<file path="config.mk">
export PLATFORM = sky130hd
export DESIGN_NAME = cim_ibuf_rx
export DESIGN_NICKNAME = d
export VERILOG_FILES = /design/src/rtl/cim_ibuf_rx.sv
export SDC_FILE = /design/constraint.sdc
export NUM_CORES = 2
export LEC_CHECK = 0
export ABC_AREA = 1
export CELL_PAD_IN_SITES_DETAIL_PLACEMENT = 1
export CELL_PAD_IN_SITES_GLOBAL_PLACEMENT = 1
export CORE_UTILIZATION = 53
export CTS_CLUSTER_DIAMETER = 50
export CTS_CLUSTER_SIZE = 8
export DETAILED_ROUTE_END_ITERATION = 6
export PLACE_DENSITY_LB_ADDON = 0.12
export SLEW_MARGIN = 20
export SYNTH_ARGS = -nofsm -noshare
export SYNTH_HDL_FRONTEND = slang
export SYNTH_SLANG_ARGS = --single-unit
</file>
<file path="constraint.sdc">
create_clock -name clk -period 5.4 [get_ports clk]
set_input_delay 0.81 -clock clk [delete_from_list [all_inputs] [get_ports clk]]
set_output_delay 0.81 -clock clk [all_outputs]
set_load 0.1 [all_outputs]
</file>
<file path="src/rtl/cim_ibuf_rx.sv">
// Input buffer in front of one CIM tile: captures the controller's row writes,
// then replays the stored vector into the crossbar as LSB-first bit-planes.
module cim_ibuf_rx #(
   parameter int datatype_size = 8,
   parameter int xbar_size     = 256,
   localparam int addr_w = (xbar_size > 1) ? $clog2(xbar_size) : 1,
   localparam int bit_w  = (datatype_size > 1) ? $clog2(datatype_size) : 1
) (
   input  logic                 clk,
   input  logic                 rst,
   input  logic                 i_cim_we,
   input  logic [addr_w-1:0]    i_cim_addr,
   input  logic [datatype_size-1:0] i_data,
   input  logic                 i_ctrl_busy,
   output logic                 o_cim_busy,
   output logic [xbar_size-1:0] o_wl,
   output logic                 o_wl_valid,
   input  logic                 i_xbar_ready,
   output logic [bit_w-1:0]     o_bit_idx,
   input  logic                 i_xbar_busy,
   output logic                 o_done,
   output logic                 o_overrun
);

   // state    | meaning
   // st_idle  | nothing loaded, waiting for the first write
   // st_load  | collecting writes until the controller drops busy
   // st_fire  | presenting bit-planes o_bit_idx = 0..datatype_size-1
   // st_drain | last plane accepted, waiting for the crossbar to finish
   localparam logic [1:0] st_idle  = 2'd0;
   localparam logic [1:0] st_load  = 2'd1;
   localparam logic [1:0] st_fire  = 2'd2;
   localparam logic [1:0] st_drain = 2'd3;

   logic [1:0]               state;
   logic [xbar_size-1:0]     valid;
   logic [datatype_size-1:0] mem [xbar_size];
   logic                     in_range;
   logic                     wr_hit;
   logic                     wr_accept;
   logic                     last_plane;

   generate
      if (xbar_size == (1 << addr_w)) begin : g_pow2
         assign in_range = 1'b1;
      end else begin : g_npow2
         assign in_range = (i_cim_addr < addr_w'(xbar_size));
      end
   endgenerate

   assign o_cim_busy = (state == st_fire) || (state == st_drain);
   assign o_wl_valid = (state == st_fire);
   assign wr_hit     = i_cim_we && in_range;
   assign wr_accept  = wr_hit && !o_cim_busy;
   assign last_plane = (o_bit_idx == bit_w'(datatype_size - 1));

   always_ff @(posedge clk or negedge rst) begin
      if (!rst) begin
         state     <= st_idle;
         valid     <= '0;
         o_bit_idx <= '0;
         o_done    <= 1'b0;
         o_overrun <= 1'b0;
      end else begin
         o_done <= 1'b0;
         if (wr_accept) valid[i_cim_addr] <= 1'b1;
         if (wr_hit && o_cim_busy) o_overrun <= 1'b1;
         case (state)
            st_idle: begin
               if (wr_accept) state <= st_load;
            end
            st_load: begin
               if (!i_ctrl_busy) begin
                  state     <= st_fire;
                  o_bit_idx <= '0;
               end
            end
            st_fire: begin
               if (i_xbar_ready) begin
                  if (last_plane) state <= st_drain;
                  else            o_bit_idx <= o_bit_idx + 1'b1;
               end
            end
            st_drain: begin
               if (!i_xbar_busy) begin
                  o_done    <= 1'b1;
                  valid     <= '0;
                  o_bit_idx <= '0;
                  state     <= st_idle;
               end
            end
            default: state <= st_idle;
         endcase
      end
   end

   // Storage is never reset; the valid mask hides stale contents.
   always_ff @(posedge clk) begin
      if (wr_accept) mem[i_cim_addr] <= i_data;
   end

   always_comb begin
      o_wl = '0;
      for (int r = 0; r < xbar_size; r++) begin
         o_wl[r] = valid[r] & mem[r][o_bit_idx];
      end
   end

endmodule
</file>
**After elaboration in Yosys (flattened, before gate mapping)**

Memory sizes are Yosys's and may differ from the RTL's.
Cells that the tools add are included.

- Flip-flop bits (word level): 263
- Bits in latches: 0
- RAM bits: 2048
- ROM bits: 0
- Bits of input ports: 22
- Logic and storage cells: 818
- Memories kept: 1

Memories:

| memory | depth | bits a word | read ports | clocked after Yosys merged registers in | wr ports | RTL line | source |
|---|---|---|---|---|---|---|---|
| mem | 256 | 8 | 256 | 0 | 1 | 37 | `logic [datatype_size-1:0] mem [xbar_size];` |

- $add $sub $neg: 1
- Multiply operators: 0
- Div/mod/pow operators: 0
- Magnitude comparators: 3
- Equality and inequality tests: 10
- Shift operators: 0
- Muxes and demuxes: 532
- Bitwise gates (word level): 257
- Reductions and logical operators: 9

Operator list:

| cell | number |
|---|---|
| 1-bit binary-select mux with 3-bit select | 256 |
| 256-bit 2-to-1 mux | 3 |
| 1-bit 2-to-1 mux | 261 |
| 1-bit AND | 256 |
| 256-bit OR | 1 |
| 3-bit 2-to-1 mux | 4 |
| 2-bit 2-to-1 mux | 5 |
| 5-bit AND reduction | 2 |
| 8-bit by 9-bit < comparator with 1-bit output, second input constant | 1 |
| 3-bit case mux with 3 select lines | 1 |
| 1-bit demux with 8-bit select | 1 |
| 8-bit by 1-bit greater-or-equal comparator with 1-bit output, second input constant | 1 |
| 2-bit != test, second input constant | 4 |
| 2-bit case mux with 4 select lines | 1 |
| 2-bit == test, second input constant | 2 |
| 3-bit by 4-bit < comparator with 1-bit output, second input constant | 1 |
| 2-bit by 1-bit != test with 1-bit output, second input constant | 2 |
| 3-bit by 1-bit adder with 3-bit output, second input constant | 1 |
| 3-bit == test, second input constant | 1 |
| 1-bit logical AND | 3 |
| 3-bit nonzero test | 1 |
| 2-bit by 1-bit == test with 1-bit output, second input constant | 1 |
| 2-bit zero test | 1 |
| 1-bit zero test | 1 |
| 1-bit logical OR | 1 |

**Logic depth before layout (Yosys ltp)**

- Word-level depth: 8
- Gate-level depth with buffers: 10
- Depth with buffers taken out: 8

**Least setup slack after synthesis**

Ideal clock, no wire load.

- Path kind: register to output
- Start point: register o_bit_idx[0]
- End point: output port o_wl[13]
- Arrival: 3.236 ns
- Required time: 4.590 ns
- Slack: 1.354 ns
- Stages on the path, launching flop included: 8
- Cells stage by stage: dfrtp_1 buf_2 buf_2 clkbuf_1 nand2_1 a21oi_1 nor2_1 nor2_1

- Longest elaborated chain between the ends: 3

Ends and longest elaborated chain:

| item | RTL line | source |
|---|---|---|
| start: declaration | 19 | `output logic [bit_w-1:0] o_bit_idx,` |
| start signal: assignment | 81 | `else o_bit_idx <= o_bit_idx + 1'b1;` |
| 1-bit binary-select mux with 3-bit select | 105 | `o_wl[r] = valid[r] & mem[r][o_bit_idx];` |
| 1-bit 2-to-1 mux (not written as such) | 105 |  |
| 1-bit AND | 105 |  |
| end: declaration | 16 | `output logic [xbar_size-1:0] o_wl,` |

No other way between the ends. The select of a mux whose other input is x is not followed.

**Worst setup path in the final report**

- Start point: register o_bit_idx[0]
- End point: output port o_wl[49]

Same word-level chain as after synthesis.

==> results.md <==
* Residual DRC at 2
* Yosys reg bits at 2,311
* RR Startpoint: state[0]$_DFFE_PN0P_
* RSZ-0062 raised after global routing: false
* Avg Cell Area, Syn at 10.04 sq um
* Die ar. at 0.1874 sq mm
* CTS tree: yes
* CTS sink count at 2,311
* Skew final at 0.04270 ns
* R2r endpoint: mem[87][1]$_DFFE_PP_
* Crit path arrival time at 4.26 ns
* Post-Place Cells at 12.22k
* Maxcap violations at 0
* Actual slew at the worst max-slew pin at 1.254 ns
* First DRT Iteration DRCs at 6,866
* Fin area at 0.1146 sq mm
* Setup TNS at 0 ns
* Clock group share of total power at 0.389
* Core area at 0.1837 sq mm
* Detail Route Antenna Nets at 0
* Status: finished, violations left
* Layout cell share with drive strength beyond 1 at 0.07907
* Post-Syn Nets at 9,833
* Post-Layout Cell Count at 12.82k
* Pwr dens at 442.2 mW/mm^2
* Vias in the first global route at 78.47k
* Sequential share of power at 0.399
* Synth warnings at 0
* FF-to-FF setup slack at 1.55 ns
* Placed Area at 0.1047 sq mm
* I/O pin cnt at 285
* Synth Flop Type: edfxtp_1
* Most common cell in the netlist: nand2_1
* Detailed-route wire length per cell at 26.09 um
* Row cnt at 157
* Worst-path maximum fanout at 130
* EDFF count, synth at 2,048
* GRT met3 Usage at 0.06192
* GRT met1 Usage at 0.4455
* Setup-failing EPs final at 0
* Overflow left after global routing at 0
* Total power at 0.05065 W
* Tmin final at 5.071 ns
* Fmax at 197.2 MHz
* RD Place Congestion at 0.7984
* Worst skew pair latency at 0.96 ns
* Post-CTS Resized at 0
* Worst Hold Depth at 1
* Netlist cell types at 23
* P_sw at 0.01604 W
* Crit. End Element: output port
* Seq/Total Area, Yosys at 0.6918
* Fraction of power consumed by combinational cells at 0.213
* Vias per inst at 5.689
* Post-synth top cells: 2,750 x nand2_1, 2,048 x edfxtp_1, 1,650 x inv_1
* Maximum VDD drop at 0.3935 mV
* DP HPWL at 180,100 um
* P_leak at 48.06 nW
* # H-tree levels at 5
* Synth-to-layout area growth at 16.40%
* Crit path kind: flip-flop to output port
* FF+latch area at 0.06809 sq mm
* Filler Cells Inserted at 19.37k
* HP Class: input pin to flip-flop
* Slew margin rel. at 0.1622
* Chip width at 432.9 um
* Port Buffers at 284
* Asr flop ratio synth at 0.1138
* Yosys top cell by area: edfxtp_1
* Synth area leaders: edfxtp_1 62%, nand2_1 10%, dfrtp_1 6.7%
* Worst hold path endpoint: mem[107][6]$_DFFE_PP_
* First-pass GRT wire length at 491,700 um
* Worst-path clk slew at 0.05 ns
* Initial Util at 0.5358
* CTS root buf: clkbuf_16
* Switching share of total power at 0.3166
* Total GRT Usage at 0.3581
* DR pass1 iterations at 7
* Period utilization at 0.9391
* Int Pwr at 0.03462 W
* Via count at 72.92k
* Initial antenna violation count at 19
* DIE HEIGHT at 432.9 um
* Largest net degree at the start of global routing at 148
* GRT busiest layer: met2
* Clock tree buffer depth at 4
* Syn Inst Count at 9,804
* Met2 Track Usage GR at 0.5965
* Pins Over Slew Limit at 0
* CP Launch Type: flip-flop
* Worst Hold Launch: i_data[6]
* Drt total wl at 334,400 um
* FF-to-FF path depth at 9
* Post-synth top area share at 0.6249
* Failing checks: DRC
* Worst path required time at 4.59 ns
* Hold Violations, Final at 0
* TritonCTS Buffers at 341
* Worst hold margin at 0.3840 ns
* Layout Nets at 10.13k
* Area of the multi-input gates at 0.02208 sq mm
* Mapped Area at 0.09842 sq mm
-- critical path, stage by stage, from the launching register on --
cell and delay [ns]:
dfrtp_4 0.75, inv_8 0.87, buf_4 0.38, buf_12 0.29
nand2_1 0.10, a21oi_1 0.15, nor2_1 0.07, nor2_1 0.44
buf_12 0.25
-- cell type report --
type | count | area share
diodes | 8 | 0.0001748
clock buffers | 581 | 0.08393
clock inverters | 9 | 0.001180
inverters | 1660 | 0.05461
multi-input cells | 5358 | 0.1927
flip-flops and latches | 2311 | 0.5944
well taps | 2464 | 0.02691
repair buffers | 426 | 0.04605
-- cell usage in the layout (no fill, tap or decap) --
master / instances
ha_1: 7
inv_6: 3
inv_1: 1650
nand3_1: 830
nor2_2: 15
nand2_2: 5
nand3_2: 1
nor2_1: 1214
diode_2: 8
clkbuf_1: 231
inv_4: 1
clkinv_8: 2
dfrtp_1: 260
clkinv_4: 1
o21ai_0: 5
clkdlybuf4s50_1: 19
nor2_4: 16
inv_2: 6
clkbuf_8: 1
buf_8: 9
nor2_8: 2
a21o_1: 1
buf_12: 155
buf_4: 241
dfrtp_4: 3
clkbuf_16: 349
clkinvlp_4: 1
inv_8: 3
edfxtp_1: 2048
buf_16: 1
nand4_2: 1
bufinv_16: 2
dlygate4sd3_1: 1
nand2_1: 2749
a21oi_1: 512
-- how the worst max path moves through the flow --
stage,from,endpoint,slack [ns],cells past startpoint
2_1_floorplan,o_bit_idx[0]$_DFFE_PN0P_,o_wl[13],1.35,7
3_3_place_gp,i_cim_addr[1],mem[87][0]$_DFFE_PP_,1.25,8
3_5_place_dp,i_cim_addr[1],mem[87][0]$_DFFE_PP_,1.17,8
4_1_cts,o_bit_idx[0]$_DFFE_PN0P_,o_wl[49],0.31,8
5_1_grt,o_bit_idx[0]$_DFFE_PN0P_,o_wl[49],0.22,8
6_report,o_bit_idx[0]$_DFFE_PN0P_,o_wl[49],0.33,8
-- what timing repair did --
action,CTS,global route
endpoints found under the hold margin,48,0
endpoints found under the setup margin,0,0
setup buffers,0,0
hold buffers,1,0
-- power by group through the flow --
stage	combinational [W]	sequential [W]	clock (W)
after floorplan	0.00695	0.0204	0
after global placement	0.0101	0.0205	0
after detailed placement	0.0105	0.0205	0
after CTS	0.0107	0.0202	0.0198
after global routing	0.0115	0.0202	0.0205
final	0.0108	0.0202	0.0197
-- cells by family (layout without fill, tap and decap cells) --
logic type / count (synthesis) / count (layout) / synth area share
simple gates: 4833 / 4833 / 0.1964
flops: 2311 / 2311 / 0.6918
buf+inv: 2135 / 2676 / 0.08463
compound gates: 518 / 518 / 0.02637
fa+ha+maj: 7 / 7 / 0.0008899
other cells: 0 / 8 / 0
-- metal layers --
metal / up-vias / part of all wire
li1: 31690 / -
met1: 37000 / 0.38
met2: 3323 / 0.49
met3: 894 / 0.079
met4: 14 / 0.056
met5: - / 0.00032
-- metrics by stage --
stage	utilization	setup slack, ns
global route	0.6236	0.2167
floorplan	-	1.354
global placement	0.5703	1.246
finish	0.6237	0.3290
detailed placement	0.5703	1.174
CTS	0.6234	0.3110
-- flip-flops by register name, summed over array words and instances, names as in the netlist --
| signal | cells |
|---|---|
| mem | 2048 |
| o_bit_idx | 3 |
| o_done | 1 |
| o_overrun | 1 |
| state | 2 |
| valid | 256 |
Note: power is estimated with default switching activity, not from simulation.
